--- src/rtl/sync_counter_pkg.sv ---
// sync_counter_pkg: direction encoding and terminal-value helper shared by the counter files
package sync_counter_pkg;
    typedef enum logic {DIR_DOWN = 1'b0, DIR_UP = 1'b1} dir_e;
    function automatic logic [31:0] term_val(input longint unsigned modulus);
        return 32'(modulus - 64'd1);
    endfunction
endpackage

--- src/rtl/param_sync_counter_if.sv ---
// param_sync_counter_if: control, load and status signals of one counter stage
interface param_sync_counter_if #(parameter int WIDTH = 4);
    logic             cnt_en;
    logic             up;
    logic             load;
    logic [WIDTH-1:0] d;
    logic [WIDTH-1:0] q;
    logic             tc;
    logic             wrap;
    modport master (output cnt_en, up, load, d, input q, tc, wrap);
    modport slave  (input cnt_en, up, load, d, output q, tc, wrap);
endinterface

--- src/rtl/param_sync_counter_next.sv ---
// param_sync_counter_next: next count value, terminal count and wrap detection for one stage
module param_sync_counter_next
    import sync_counter_pkg::*;
#(
    parameter int              WIDTH   = 4,
    parameter longint unsigned MODULUS = 16
) (
    input  logic [WIDTH-1:0] q,
    input  logic [WIDTH-1:0] d,
    input  logic             cnt_en,
    input  logic             up,
    input  logic             load,
    output logic [WIDTH-1:0] q_next,
    output logic             tc,
    output logic             wrap_next
);
    localparam logic [WIDTH-1:0] MAX = WIDTH'(term_val(MODULUS));
    logic             at_term;
    logic [WIDTH-1:0] stepped;
    // wrap comes from the terminal compare, so a full-range modulus needs no carry-out
    always_comb begin
        at_term   = (up == DIR_UP) ? (q == MAX) : (q == '0);
        stepped   = (up == DIR_UP) ? (at_term ? '0 : q + 1'b1) : (at_term ? MAX : q - 1'b1);
        tc        = cnt_en & at_term;
        q_next    = load ? ((d > MAX) ? MAX : d) : (cnt_en ? stepped : q);
        wrap_next = ~load & tc;
    end
endmodule

--- src/rtl/param_sync_counter.sv ---
// param_sync_counter: cascadable up/down modulo counter with clamped load and wrap pulse
module param_sync_counter
    import sync_counter_pkg::*;
#(
    parameter int              WIDTH   = 4,
    parameter longint unsigned MODULUS = 16
) (
    input logic                 clock,
    input logic                 clear,
    param_sync_counter_if.slave bus
);
    if (WIDTH < 1 || WIDTH > 32 || MODULUS < 2 || MODULUS > (64'd1 << WIDTH)) begin : g_bad_params
        $fatal(1, "param_sync_counter: illegal WIDTH/MODULUS");
    end
    logic [WIDTH-1:0] q_next;
    logic             wrap_next;
    param_sync_counter_next #(.WIDTH(WIDTH), .MODULUS(MODULUS)) u_next (
        .q         (bus.q),
        .d         (bus.d),
        .cnt_en    (bus.cnt_en),
        .up        (bus.up),
        .load      (bus.load),
        .q_next    (q_next),
        .tc        (bus.tc),
        .wrap_next (wrap_next)
    );
    // count register and wrap pulse; clear overrides every other request
    always_ff @(posedge clock) begin
        bus.q    <= clear ? '0 : q_next;
        bus.wrap <= clear ? 1'b0 : wrap_next;
    end
endmodule

--- src/flat_wrapper.sv ---
// flat-port wrapper written by rule: the top's interface ports become plain ports
module param_sync_counter_flat import sync_counter_pkg::*;
#(
    parameter int              WIDTH   = 4,
    parameter longint unsigned MODULUS = 16
)
  (clock, clear, bus_cnt_en, bus_up, bus_load, bus_d, bus_q, bus_tc, bus_wrap);
  param_sync_counter_if #(.WIDTH(WIDTH)) bus_i ();
  input logic clock;
  input logic clear;
  input wire logic [$bits(bus_i.cnt_en)-1:0] bus_cnt_en;
  input wire logic [$bits(bus_i.up)-1:0] bus_up;
  input wire logic [$bits(bus_i.load)-1:0] bus_load;
  input wire logic [$bits(bus_i.d)-1:0] bus_d;
  output wire logic [$bits(bus_i.q)-1:0] bus_q;
  output wire logic [$bits(bus_i.tc)-1:0] bus_tc;
  output wire logic [$bits(bus_i.wrap)-1:0] bus_wrap;
  assign bus_i.cnt_en = bus_cnt_en;
  assign bus_i.up = bus_up;
  assign bus_i.load = bus_load;
  assign bus_i.d = bus_d;
  assign bus_q = bus_i.q;
  assign bus_tc = bus_i.tc;
  assign bus_wrap = bus_i.wrap;
  param_sync_counter #(.WIDTH(WIDTH), .MODULUS(MODULUS)) u_core (.clock(clock), .clear(clear), .bus(bus_i));
endmodule
--- config.mk ---
export PLATFORM = sky130hd
export DESIGN_NAME = param_sync_counter_flat
export DESIGN_NICKNAME = d
export VERILOG_FILES = /design/src/rtl/sync_counter_pkg.sv /design/src/rtl/param_sync_counter_if.sv /design/src/rtl/param_sync_counter_next.sv /design/src/rtl/param_sync_counter.sv /design/src/flat_wrapper.sv
export SDC_FILE = /design/constraint.sdc
export NUM_CORES = 1
export LEC_CHECK = 0
export BUFFER_PORTS_ARGS = -buffer_cell sky130_fd_sc_hd__buf_2
export CORE_AREA = 10 10 47 49
export CTS_CLUSTER_DIAMETER = 40
export CTS_CLUSTER_SIZE = 10
export DETAILED_ROUTE_END_ITERATION = 10
export DIE_AREA = 0 0 57 59
export GPL_TIMING_DRIVEN = 1
export HOLD_SLACK_MARGIN = 0.02
export SYNTH_ARGS = -nofsm -noshare
export SYNTH_HDL_FRONTEND = slang
export SYNTH_SLANG_ARGS = --single-unit
--- constraint.sdc ---
create_clock -name clock -period 1.6 [get_ports clock]
set_input_delay 0.16 -clock clock [delete_from_list [all_inputs] [get_ports clock]]
set_output_delay 0.16 -clock clock [all_outputs]
set_load 0.01 [all_outputs]
==> key figures <==
Floorplan
  • Die X-Extent: between 50 and 60 um
  • Initial Util: 26.9%
  • Row cnt: 14
  • Die area: 3360 um^2
  • Die height: 59 um
  • CORE AREA: 1400 um^2
  • # IOs: 15

Synthesis
  • Gate Count Post-Synth: 49
  • Mux cell area share after synthesis: 5.32%
  • Synth area leader: dfxtp_1
  • Area of the mapped netlist: 377 um^2
  • Post-Synth XOR/XNOR Area: between 2 and 2.5%
  • Largest family of logic cells by synthesized area: compound AO/OA/AOI/OAI gates
  • Async SR Flop Fraction: 0%
  • Yosys reg bits: 5
  • Top-area cell type share of the netlist area: between 20% and 30%
  • Compound-gate portion of the synthesized area: 30.2%
  • Register area share after synthesis: a little over a quarter
  • Top_reg_cell synth: dfxtp_1
  • Synthesized-area fraction occupied by and/or/nand/nor cells: 21.9%
  • Post-synthesis cell type count: 26
  • Post-synth EDFFs: 0
  • Synth area leaders: dfxtp_1 (27%), a21oi_1 (8.0%), ha_1 (6.6%), inv_1 (6.0%), mux2i_1 (5.3%)
  • Synthesis warning total: 0
  • Post-Synth Adder-Cell Area: 6.64%
  • Syn Area/Cell: 7.69 um^2
  • Net count after synthesis: 60

Routing
  • Overall routed net length: 1.19 mm
  • WL/cell: 12.9 um
  • DRT Pass-1 Iters: 4
  • DRC: 0
  • Vias: 474
  • Post-route ant nets: 0
  • First DRT Iteration DRCs: 8
  • Vias/cell: 5.15

Clocking
  • Root Buffer: clkbuf_4
  • Total clock sinks: 5
  • Clk Latency, worst-skew pair: 0.26 ns
  • CTS tree: yes
  • Max Buffers Root-to-Sink: 2
  • H-tree levels: 1
  • Clock-pin slew on the worst setup and hold paths: 0.05 ns
  • CTS Buf Count: 3

Layout
  • Layout cell share with drive strength beyond 1: 47.4%
  • Area growth from synthesis to layout: 56.1%
  • Final core utilization: 42.0%
  • ANT cells: 0
  • Fill cells: 154
  • NumNets Final: roughly 90

Setup path
  • Worst-path cell chain: inv_2 -> ha_4 -> or3b_4 -> mux2i_2 -> and2_1 -> buf_2
  • Arr. time, crit path: between 1.5 and 2 ns
  • Reg-to-reg critical path endpoint: u_core.bus.q[0]
  • WP data required: 1.44 ns
  • Slowest-stage cell, CP: or3b_4
  • R2r startpoint: u_core.bus.q[0]
  • CP Launch Type: flip-flop
  • Cells on worst reg2reg path: 6
  • Crit Path Category: reg2out
  • Max Fanout on Critical Path: 2
  • Element type at the critical path end: output port
  • FF-to-FF setup slack: -0.04 ns
  • Critical Path Max Stage Delay: 0.38 ns

Job
  • MaxCap Viol Count: 0

STA
  • Final setup margin: -0.183 ns
  • RSZ-0062 raised after global routing: true
  • Worst slew pin tran: roughly 0.17 ns
  • Setup Skew: 0.000752 ns
  • Final Max Tran Viols: 0
  • Rel. slew slack: between 80% and 90%
  • Final Hold Vio Count: 0
  • Setup violators final: 2
  • Fmax: 561 MHz
  • Crit path time final: 1.78 ns
  • Period utilisation layout: 111%

Power and ir drop
  • Logic pwr share: 34.2%
  • Psw: 148 uW
  • Leakage: between 0.2 and 0.3 nW
  • VDD IR max: 0.382 mV
  • Switching Share: 32.1%
  • Overall power: 462 uW
  • Internal: 314 uW
  • Sequential share of power: 30.9%
  • Clk pwr share: 34.8%
  • Pwr/cell area: between 700 and 800 nW/um^2

Global route
  • GRT Overall Usage: under 10%
  • First-pass GRT wire length: about 1.9 mm
  • Largest net degree at the start of global routing: 10
  • GRT overflow: 0
  • Vias in the first global route: 455
  • Initial antenna violation count: 0

Min path
  • WHS Path Cells: 2
  • Min-Delay Startpoint: clear
  • Hold endpoint: u_core.bus.q[0]
  • Hold WC Path Type: in2reg

Run status
  • Status: finished, violations left
  • Failing checks: setup timing

Placement
  • GP Congestion: between 0.9 and 1
  • Dpl ws: 0.0193 ns
  • PortBufs: 14
  • Hpwl dp: ~860 um
==> stage by stage <==
stage | instance area [um^2] | std cells | TNS, ns | hold slack [ns]
final | 588 | 92 | -0.226 | 0.140
after floorplan | 379 | 49 | 0 | 0.219
after CTS | 564 | 90 | -0.197 | 0.133
after global routing | 588 | 92 | -0.348 | 0.128
after global placement | 495 | 82 | 0 | 0.405
after detailed placement | 495 | 82 | 0 | 0.410
==> cell usage after synthesis (all sizes together) (2+ instances only) <==
cell type	number
inv	6
mux2i	2
nor2	3
a21oi	6
nand2	3
dfxtp	5
ha	2
o21ai	4
==> sequential cells by signal, indices dropped and copies added, names as in the netlist <==
name and count:
u_core.bus.q 4, u_core.bus.wrap 1
==> logic make-up after synthesis <==
| kind of cell | Yosys count |
|---|---|
| AOI/OAI and AO/OA | 17 |
| xor gates and xnor gates | 1 |
| adders and majority gates | 2 |
| buffers and inverters | 7 |
| DFF | 5 |
| muxes | 2 |
| and+or+nand+nor | 15 |
==> cells in the final DEF, fill, tap and decap left out, types with 2 or more instances in the layout <==
cell	synthesis	final
clkbuf_4	0	3
o21ai_0	4	4
dfxtp_1	5	3
nand2_1	3	3
buf_2	0	14
buf_4	0	10
inv_1	6	4
dfxtp_2	0	2
nor2_1	3	3
a21oi_1	6	6
==> worst max path at each step <==
stage | slack, ns | cells after the start | startpoint | end
floorplan | 0.002 | 5 | u_core.bus.q[0] | u_core.bus.q[0]
global placement | 0.03 | 5 | u_core.bus.q[1] | u_core.bus.q[0]
detailed placement | 0.02 | 5 | u_core.bus.q[1] | u_core.bus.q[0]
CTS | -0.16 | 6 | u_core.bus.q[1] | bus_tc
global route | -0.25 | 6 | u_core.bus.q[1] | bus_tc
finish | -0.18 | 6 | u_core.bus.q[0] | bus_tc
==> power groups by stage <==
stage                     Combinational [mW]  Clock (mW)  Sequential (mW)
after floorplan                       0.0677           0            0.153
after global placement                 0.128           0            0.145
after detailed placement               0.128           0            0.144
after CTS                              0.147       0.167            0.142
after global routing                   0.174       0.181            0.144
final                                  0.158       0.161            0.143
==> timing repair <==
action,4_1_cts,5_1_grt
setup buffers,4,2
gates resized for setup,2,3
gates cloned,0,0
endpoints found under the hold margin,0,0
endpoints found under the setup margin,1,3
pin swaps,3,2
hold buffers,0,0
==> layout make-up <==
type | count | area [um^2] | share of cell area [%]
tap | 16 | 20.0 | 3.40
timing repair buffer | 24 | 145 | 24.7
inverter | 6 | 25.0 | 4.26
clock buffer | 4 | 26.3 | 4.47
sequential | 5 | 103 | 17.4
multi-input combinational | 37 | 269 | 45.7
==> per-layer routing <==
metal  wire length, um  part of all wire (%)  track usage (%)
met1               464                    39             6.29
met2               585                    49             11.8
met3                82                   6.9             3.86
met4                59                   5.0             9.06
met5                 0                     0                0
==> worst max-delay path: cells and delay by family (launching register included) <==
family                     cells  cell delay (ns)
DFF                            1             0.32
and+or+nand+nor                2             0.54
adders and majority gates      1             0.13
muxes                          1             0.18
buffers and inverters          2             0.20
Note: power is estimated with default switching activity, not from simulation.
